`config.mk`:
```
export PLATFORM = sky130hd
export DESIGN_NAME = uart_stream_bridge_flat
export DESIGN_NICKNAME = d
export VERILOG_FILES = /design/src/rtl/uart_pkg.sv /design/src/rtl/uart_stream_bridge_if.sv /design/src/rtl/uart_rx_deser.sv /design/src/rtl/uart_stream_bridge.sv /design/src/flat_wrapper.sv
export SDC_FILE = /design/constraint.sdc
export NUM_CORES = 1
export LEC_CHECK = 0
export CORE_ASPECT_RATIO = 1.75
export CORE_UTILIZATION = 62
export DETAILED_ROUTE_END_ITERATION = 10
export HOLD_SLACK_MARGIN = 0.15
export PLACE_DENSITY = 0.85
export SYNTH_ARGS = -nofsm -noshare
export SYNTH_HDL_FRONTEND = slang
export SYNTH_SLANG_ARGS = --single-unit
```
`constraint.sdc`:
```
create_clock -name clk_i -period 6.8 [get_ports clk_i]
set_clock_uncertainty 0.15 [all_clocks]
set_input_delay 1.7 -clock clk_i [delete_from_list [all_inputs] [get_ports clk_i]]
set_output_delay 1.7 -clock clk_i [all_outputs]
set_load 0.02 [all_outputs]
```
`src/rtl/uart_pkg.sv`:
```
// Shared definitions for the UART byte-stream bridge: FSM state encodings
// and the fixed 8N1 frame geometry.
package uart_pkg;

  localparam int UART_DATA_BITS = 8;

  typedef enum logic [1:0] {
    TX_IDLE,
    TX_START,
    TX_DATA,
    TX_STOP
  } tx_state_t;

  typedef enum logic [1:0] {
    RX_IDLE,
    RX_START,
    RX_DATA,
    RX_STOP
  } rx_state_t;

endpackage

```
`src/rtl/uart_stream_bridge_if.sv`:
```
// Ready/valid byte streams between the cpu (master) and the UART bridge (slave).
// Member names follow the bridge's point of view: _i flows into the bridge, _o out of it.
interface uart_stream_bridge_if;
  import uart_pkg::*;

  logic [UART_DATA_BITS-1:0] in_data_i;
  logic                      in_valid_i;
  logic                      in_ready_o;
  logic [UART_DATA_BITS-1:0] out_data_o;
  logic                      out_valid_o;
  logic                      out_ready_i;

  modport master (
    output in_data_i, in_valid_i, out_ready_i,
    input  in_ready_o, out_data_o, out_valid_o
  );

  modport slave (
    input  in_data_i, in_valid_i, out_ready_i,
    output in_ready_o, out_data_o, out_valid_o
  );

endinterface

```
`src/rtl/uart_rx_deser.sv`:
```
// UART 8N1 deserializer: synchronizes the async line, samples mid-bit and
// reports each good byte with a one-cycle strobe; bad stop bits raise frame_err.
module uart_rx_deser
  import uart_pkg::*;
#(
  parameter int CLKS_PER_BIT = 104,
  parameter int SYNC_STAGES  = 2
) (
  input  logic                      clk,
  input  logic                      rstn,
  input  logic                      rx,
  output logic [UART_DATA_BITS-1:0] rx_byte,
  output logic                      rx_done,
  output logic                      frame_err
);

  localparam int CNT_W = $clog2(CLKS_PER_BIT);
  localparam logic [CNT_W-1:0] CNT_LAST = CNT_W'(CLKS_PER_BIT - 1);
  localparam logic [CNT_W-1:0] CNT_HALF = CNT_W'(CLKS_PER_BIT / 2 - 1);
  localparam logic [2:0]       BIT_LAST = 3'(UART_DATA_BITS - 1);

  logic [SYNC_STAGES-1:0]    sync;
  logic                      rx_s;
  rx_state_t                 state;
  logic [CNT_W-1:0]          cnt;
  logic [2:0]                bit_idx;
  logic [UART_DATA_BITS-1:0] shift;
  logic                      stop_wait;

  // Synchronizer resets to the idle (high) line level so reset never fakes a start bit.
  always_ff @(posedge clk or negedge rstn) begin
    if (!rstn) sync <= '1;
    else       sync <= {sync[SYNC_STAGES-2:0], rx};
  end

  assign rx_s = sync[SYNC_STAGES-1];

  // Every path back to RX_IDLE leaves rx_s high, so a low level in RX_IDLE is always a fresh falling edge.
  always_ff @(posedge clk or negedge rstn) begin
    if (!rstn) begin
      state     <= RX_IDLE;
      cnt       <= '0;
      bit_idx   <= '0;
      shift     <= '0;
      stop_wait <= 1'b0;
      rx_byte   <= '0;
      rx_done   <= 1'b0;
      frame_err <= 1'b0;
    end else begin
      rx_done   <= 1'b0;
      frame_err <= 1'b0;
      case (state)
        RX_IDLE: begin
          if (!rx_s) begin
            state <= RX_START;
            cnt   <= '0;
          end
        end
        RX_START: begin
          if (cnt == CNT_HALF) begin
            cnt     <= '0;
            bit_idx <= '0;
            state   <= rx_s ? RX_IDLE : RX_DATA;
          end else begin
            cnt <= cnt + 1'b1;
          end
        end
        RX_DATA: begin
          if (cnt == CNT_LAST) begin
            cnt     <= '0;
            shift   <= {rx_s, shift[UART_DATA_BITS-1:1]};
            bit_idx <= bit_idx + 3'd1;
            if (bit_idx == BIT_LAST) state <= RX_STOP;
          end else begin
            cnt <= cnt + 1'b1;
          end
        end
        RX_STOP: begin
          // After a framing error, linger until the line goes idle before hunting again.
          if (stop_wait) begin
            if (rx_s) begin
              stop_wait <= 1'b0;
              state     <= RX_IDLE;
            end
          end else if (cnt == CNT_LAST) begin
            cnt <= '0;
            if (rx_s) begin
              rx_byte <= shift;
              rx_done <= 1'b1;
              state   <= RX_IDLE;
            end else begin
              frame_err <= 1'b1;
              stop_wait <= 1'b1;
            end
          end else begin
            cnt <= cnt + 1'b1;
          end
        end
        default: state <= RX_IDLE;
      endcase
    end
  end

endmodule

```
`src/rtl/uart_stream_bridge.sv`:
```
// Drop-in replacement for the USB CDC byte streams: cpu bytes go out as 8N1
// on uart_tx_o, received bytes are offered back through a one-deep holding register.
module uart_stream_bridge
  import uart_pkg::*;
#(
  parameter int CLKS_PER_BIT = 104,
  parameter int SYNC_STAGES  = 2
) (
  input  logic                 clk_i,
  input  logic                 rstn_i,
  uart_stream_bridge_if.slave  stream,
  output logic                 uart_tx_o,
  input  logic                 uart_rx_i,
  output logic                 frame_err_o,
  output logic                 overrun_o
);

  localparam int CNT_W = $clog2(CLKS_PER_BIT);
  localparam logic [CNT_W-1:0] CNT_LAST = CNT_W'(CLKS_PER_BIT - 1);
  localparam logic [2:0]       BIT_LAST = 3'(UART_DATA_BITS - 1);

  tx_state_t                 tx_state;
  logic [CNT_W-1:0]          tx_cnt;
  logic [2:0]                tx_bit;
  logic [UART_DATA_BITS-1:0] tx_shift;

  logic [UART_DATA_BITS-1:0] rx_byte;
  logic                      rx_done;

  // Transmitter: uart_tx_o is registered and changes on the same edge as the state.
  always_ff @(posedge clk_i or negedge rstn_i) begin
    if (!rstn_i) begin
      tx_state          <= TX_IDLE;
      tx_cnt            <= '0;
      tx_bit            <= '0;
      tx_shift          <= '0;
      uart_tx_o         <= 1'b1;
      stream.in_ready_o <= 1'b0;
    end else begin
      case (tx_state)
        TX_IDLE: begin
          if (stream.in_valid_i && stream.in_ready_o) begin
            tx_shift          <= stream.in_data_i;
            tx_cnt            <= '0;
            tx_state          <= TX_START;
            uart_tx_o         <= 1'b0;
            stream.in_ready_o <= 1'b0;
          end else begin
            stream.in_ready_o <= 1'b1;
          end
        end
        TX_START: begin
          if (tx_cnt == CNT_LAST) begin
            tx_cnt    <= '0;
            tx_bit    <= '0;
            tx_state  <= TX_DATA;
            uart_tx_o <= tx_shift[0];
            tx_shift  <= {1'b0, tx_shift[UART_DATA_BITS-1:1]};
          end else begin
            tx_cnt <= tx_cnt + 1'b1;
          end
        end
        TX_DATA: begin
          if (tx_cnt == CNT_LAST) begin
            tx_cnt <= '0;
            tx_bit <= tx_bit + 3'd1;
            if (tx_bit == BIT_LAST) begin
              tx_state  <= TX_STOP;
              uart_tx_o <= 1'b1;
            end else begin
              uart_tx_o <= tx_shift[0];
              tx_shift  <= {1'b0, tx_shift[UART_DATA_BITS-1:1]};
            end
          end else begin
            tx_cnt <= tx_cnt + 1'b1;
          end
        end
        TX_STOP: begin
          if (tx_cnt == CNT_LAST) begin
            tx_cnt            <= '0;
            tx_state          <= TX_IDLE;
            stream.in_ready_o <= 1'b1;
          end else begin
            tx_cnt <= tx_cnt + 1'b1;
          end
        end
        default: tx_state <= TX_IDLE;
      endcase
    end
  end

  uart_rx_deser #(
    .CLKS_PER_BIT (CLKS_PER_BIT),
    .SYNC_STAGES  (SYNC_STAGES)
  ) u_rx (
    .clk       (clk_i),
    .rstn      (rstn_i),
    .rx        (uart_rx_i),
    .rx_byte   (rx_byte),
    .rx_done   (rx_done),
    .frame_err (frame_err_o)
  );

  // A consume in the completion cycle frees the slot, so the new byte replaces the old without overrun.
  always_ff @(posedge clk_i or negedge rstn_i) begin
    if (!rstn_i) begin
      stream.out_data_o  <= '0;
      stream.out_valid_o <= 1'b0;
      overrun_o          <= 1'b0;
    end else begin
      overrun_o <= 1'b0;
      if (rx_done) begin
        if (!stream.out_valid_o || stream.out_ready_i) begin
          stream.out_data_o  <= rx_byte;
          stream.out_valid_o <= 1'b1;
        end else begin
          overrun_o <= 1'b1;
        end
      end else if (stream.out_ready_i) begin
        stream.out_valid_o <= 1'b0;
      end
    end
  end

endmodule
```
`src/flat_wrapper.sv`:
```
// flat-port wrapper written by rule: the top's interface ports become plain ports
module uart_stream_bridge_flat import uart_pkg::*;
#(
  parameter int CLKS_PER_BIT = 104,
  parameter int SYNC_STAGES  = 2
)
  (clk_i, rstn_i, uart_tx_o, uart_rx_i, frame_err_o, overrun_o, stream_in_data_i, stream_in_valid_i, stream_out_ready_i, stream_in_ready_o, stream_out_data_o, stream_out_valid_o);
  uart_stream_bridge_if stream_i ();
  input  logic clk_i;
  input  logic rstn_i;
  output logic uart_tx_o;
  input  logic uart_rx_i;
  output logic frame_err_o;
  output logic overrun_o;
  input wire logic [$bits(stream_i.in_data_i)-1:0] stream_in_data_i;
  input wire logic [$bits(stream_i.in_valid_i)-1:0] stream_in_valid_i;
  input wire logic [$bits(stream_i.out_ready_i)-1:0] stream_out_ready_i;
  output wire logic [$bits(stream_i.in_ready_o)-1:0] stream_in_ready_o;
  output wire logic [$bits(stream_i.out_data_o)-1:0] stream_out_data_o;
  output wire logic [$bits(stream_i.out_valid_o)-1:0] stream_out_valid_o;
  assign stream_i.in_data_i = stream_in_data_i;
  assign stream_i.in_valid_i = stream_in_valid_i;
  assign stream_i.out_ready_i = stream_out_ready_i;
  assign stream_in_ready_o = stream_i.in_ready_o;
  assign stream_out_data_o = stream_i.out_data_o;
  assign stream_out_valid_o = stream_i.out_valid_o;
  uart_stream_bridge #(.CLKS_PER_BIT(CLKS_PER_BIT), .SYNC_STAGES(SYNC_STAGES)) u_core (.clk_i(clk_i), .rstn_i(rstn_i), .stream(stream_i), .uart_tx_o(uart_tx_o), .uart_rx_i(uart_rx_i), .frame_err_o(frame_err_o), .overrun_o(overrun_o));
endmodule
```
==> impl_metrics.yaml <==
worst_setup_path:
  cp_max_fo: 9
  cp-start-kind: "input pin"
  end_kind: "flip-flop"
  slowest_delay_ps: 540
  startpoint: "stream_in_valid_i"
  slowest_stage: "a21boi_1"
  arrival_ps: 3420
  cp_top_family: "compound AO/OA/AOI/OAI gates"
  worstPathCellList: "clkdlybuf4s50_1 > a21boi_1 > nor2_1 > o21ai_2 > mux2_2"
  worstPathRequired_ps: 6870
  path_class: "input pin to flip-flop"
  reg2reg_from: "u_core.tx_state[0]"
  critPathBufInv: 1
logic_synthesis:
  syn_nets: 284
  seq_area_frac_synth: 0.530
  synth.top_cell.area_share: 0.504
  avgSynthCellArea_sq_um: 11.8
  synthesis.area_sq_mm: 0.00308
  synth_area_leaders: "dfrtp_1 (50%), mux2_2 (15%), ha_1 (4.1%)"
  synth-edff-count: 0
  synth_warnings: 0
  synth_top_cells_by_count: "dfrtp_1 (62), mux2_2 (41), nand2_1 (23), nor2_1 (13), o21ai_0 (13)"
  synth_top_area_cell: "dfrtp_1"
  synth_cells: 261
  ys_seq_elements: 65
  synth_flop_cell: "dfrtp_1"
  synth_cell_types: 47
  async_reset_ff_frac: 1.00
  synth_most_common_cell: "dfrtp_1"
job:
  timing.max_cap.violations: 0
floorplan:
  core_area_sq_mm: 0.00471
  die_w_um: 55.3
  io_pins: 26
  die_h_um: 95.2
  dieArea_sq_mm: 0.00526
  initial_core_util: 0.654
  fp-row-count: 33
detailed_routing:
  dr.pass1.iters: 4
  via_per_inst: 5.97
  vias: 2073
  ant_nets: 0
  routed_wl_mm: 5.15
  drtIter0Drc: 52
  drc: 0
  post_drt_wl_per_cell_um: 14.9
timing:
  hold_viol: 0
  slew_viol_final: 0
  max_slew_margin: 0.471
  setup_ws_ps: 3450
  rsz0062_at_grt: "false"
  tns_ps: 0
  max_freq_ghz: 0.299
  setup_viol: 0
  worstMarginPinSlew_ps: 794
  fin_crit_sh: 0.492
  period_minus_slack_ps: 3350
placement:
  pre_cts_ws_ps: 3130
  port-buffer-count: 25
  dp_hpwl_mm: 3.48
  placed_area_sq_mm: 0.00335
  place.gp.congestion: 0.761
finish:
  drive_gt1_frac: 0.241
  area_growth_pct: 14.8
  antenna_cells: 0
  final_area_sq_mm: 0.00353
  nNetsFinal: 313
power:
  power.leakage_nw: 1.65
  total_power_w: 0.00110
  powerDensity_mw_per_mm2: 310
  ir_worst_vdd_uv: 326
clock_tree:
  post-cts-setup-buffer-count: 0
  clockBufferDepth: 2
  clockRootBuffer: "clkbuf_8"
  cts_tree: "yes"
  holdBufCountCts: 0
  cts_buffers: 9
  ctsHtreeMaxLevel: 3
  clkTransAtPathRegs_ps: 70
  worstSkewPairLatency_ps: 340
  cts_sinks: 65
  post_cts_resized: 0
global_routing:
  grt-ovfl-total: 0
  gr-usage-all-layers: 0.224
  grt_max_degree: 66
  grt_antenna_before_repair: 0
  grt_pass1_wl_mm: 9.11
  grt_pass1_vias: 2127
hold_path:
  hold_start: "u_core.u_rx.sync[0]"
  min_path_type: "flip-flop to flip-flop"
status:
  status: "completed"
==> metal layers <==
metal | up-vias | track usage | part of all wire
li1 | 1011 | - | -
met1 | 1012 | 0.247 | 0.41
met2 | 41 | 0.393 | 0.54
met3 | 9 | 0.0543 | 0.031
met4 | 0 | 0.127 | 0.020
met5 | - | 0 | 0
==> kinds of logic (layout without fill, tap and decap cells) <==
group / after synthesis / in the layout / share of synthesized area
adders and majority gates: 10 / 10 / 0.0407
DFF: 65 / 65 / 0.530
buffers and inverters: 16 / 50 / 0.0236
xor gates and xnor gates: 2 / 2 / 0.00569
and+or+nand+nor: 68 / 68 / 0.118
muxes: 42 / 42 / 0.153
AOI/OAI and AO/OA: 58 / 58 / 0.129
==> final timing paths <==
check	slack, ps	cells after the start	endpoint
worst max-delay path	3450	5	u_core.tx_shift[0]
worst min-delay path	210	0	u_core.u_rx.sync[1]
min in group asynchronous	1370	2	u_core.tx_cnt[4]
worst min register to register	210	0	u_core.u_rx.sync[1]
max in group asynchronous	4600	2	u_core.stream.out_data_o[7]
worst max register to register	4320	6	u_core.tx_shift[0]
==> worst register-to-register path, stage by stage (launching register included) <==
cell and delay, ps:
dfrtp_1 400, inv_1 110, ha_1 340, a21boi_1 590
nor2_1 160, o21ai_2 210, mux2_2 390
==> area by class of cell <==
type	count	area, sq um
multi-input cells	180	1380
clock inverters	5	30.0
repair buffers	26	253
well taps	52	65.1
inverters	8	30.0
clock buffers	11	151
flip-flops and latches	65	1630
fillers	334	1170
==> metrics by stage <==
| stage | std cells | hold WS, ps | util |
|---|---|---|---|
| finish | 347 | 211 | 0.751 |
| global placement | 331 | 195 | 0.712 |
| CTS | 347 | 210 | 0.751 |
| global route | 347 | 215 | 0.751 |
| detailed placement | 331 | 198 | 0.712 |
| floorplan | 261 | 195 | - |
==> where the power goes <==
group	internal, W	leakage [nW]	total [W]	switching, W
Clock	0.000150	0.0911	0.000291	0.000141
Combinational	0.000168	0.704	0.000326	0.000158
Sequential	0.000440	0.855	0.000479	0.0000396
Total	0.000758	1.65	0.00110	0.000338
==> layout by cell type, fill, tap and decap left out, types with 2 or more instances in the layout <==
cell,netlist,routed
o21ai_0,13,13
dfrtp_1,62,62
or3_1,2,2
and3_1,4,4
ha_1,10,10
mux2_2,41,41
nand3_1,7,7
xnor2_1,2,2
a311oi_1,2,2
nand2b_1,4,4
a22oi_1,2,2
clkinvlp_4,0,2
nor2b_1,3,3
nor2_1,13,13
clkbuf_8,0,11
a21o_1,2,2
a22o_1,9,9
clkdlybuf4s50_1,0,24
nand2_1,23,23
a21oi_1,9,9
dfstp_2,3,3
a31o_2,2,2
a41oi_1,2,2
nor3_1,4,4
a31oi_1,5,5
clkinv_2,0,3
a211oi_1,2,2
nor3_4,2,2
inv_1,8,8
==> flip-flops by register name, summed over array words and instances, names as in the netlist, 2 cells and up, named ones only <==
| name | cells |
|---|---|
| u_core.tx_cnt | 7 |
| u_core.u_rx.bit_idx | 3 |
| u_core.stream.out_data_o | 8 |
| u_core.u_rx.sync | 2 |
| u_core.tx_state | 2 |
| u_core.tx_shift | 8 |
| u_core.u_rx.shift | 8 |
| u_core.tx_bit | 3 |
| u_core.u_rx.cnt | 7 |
| u_core.u_rx.rx_byte | 8 |
No activity file was read; power rests on OpenSTA's default activity.
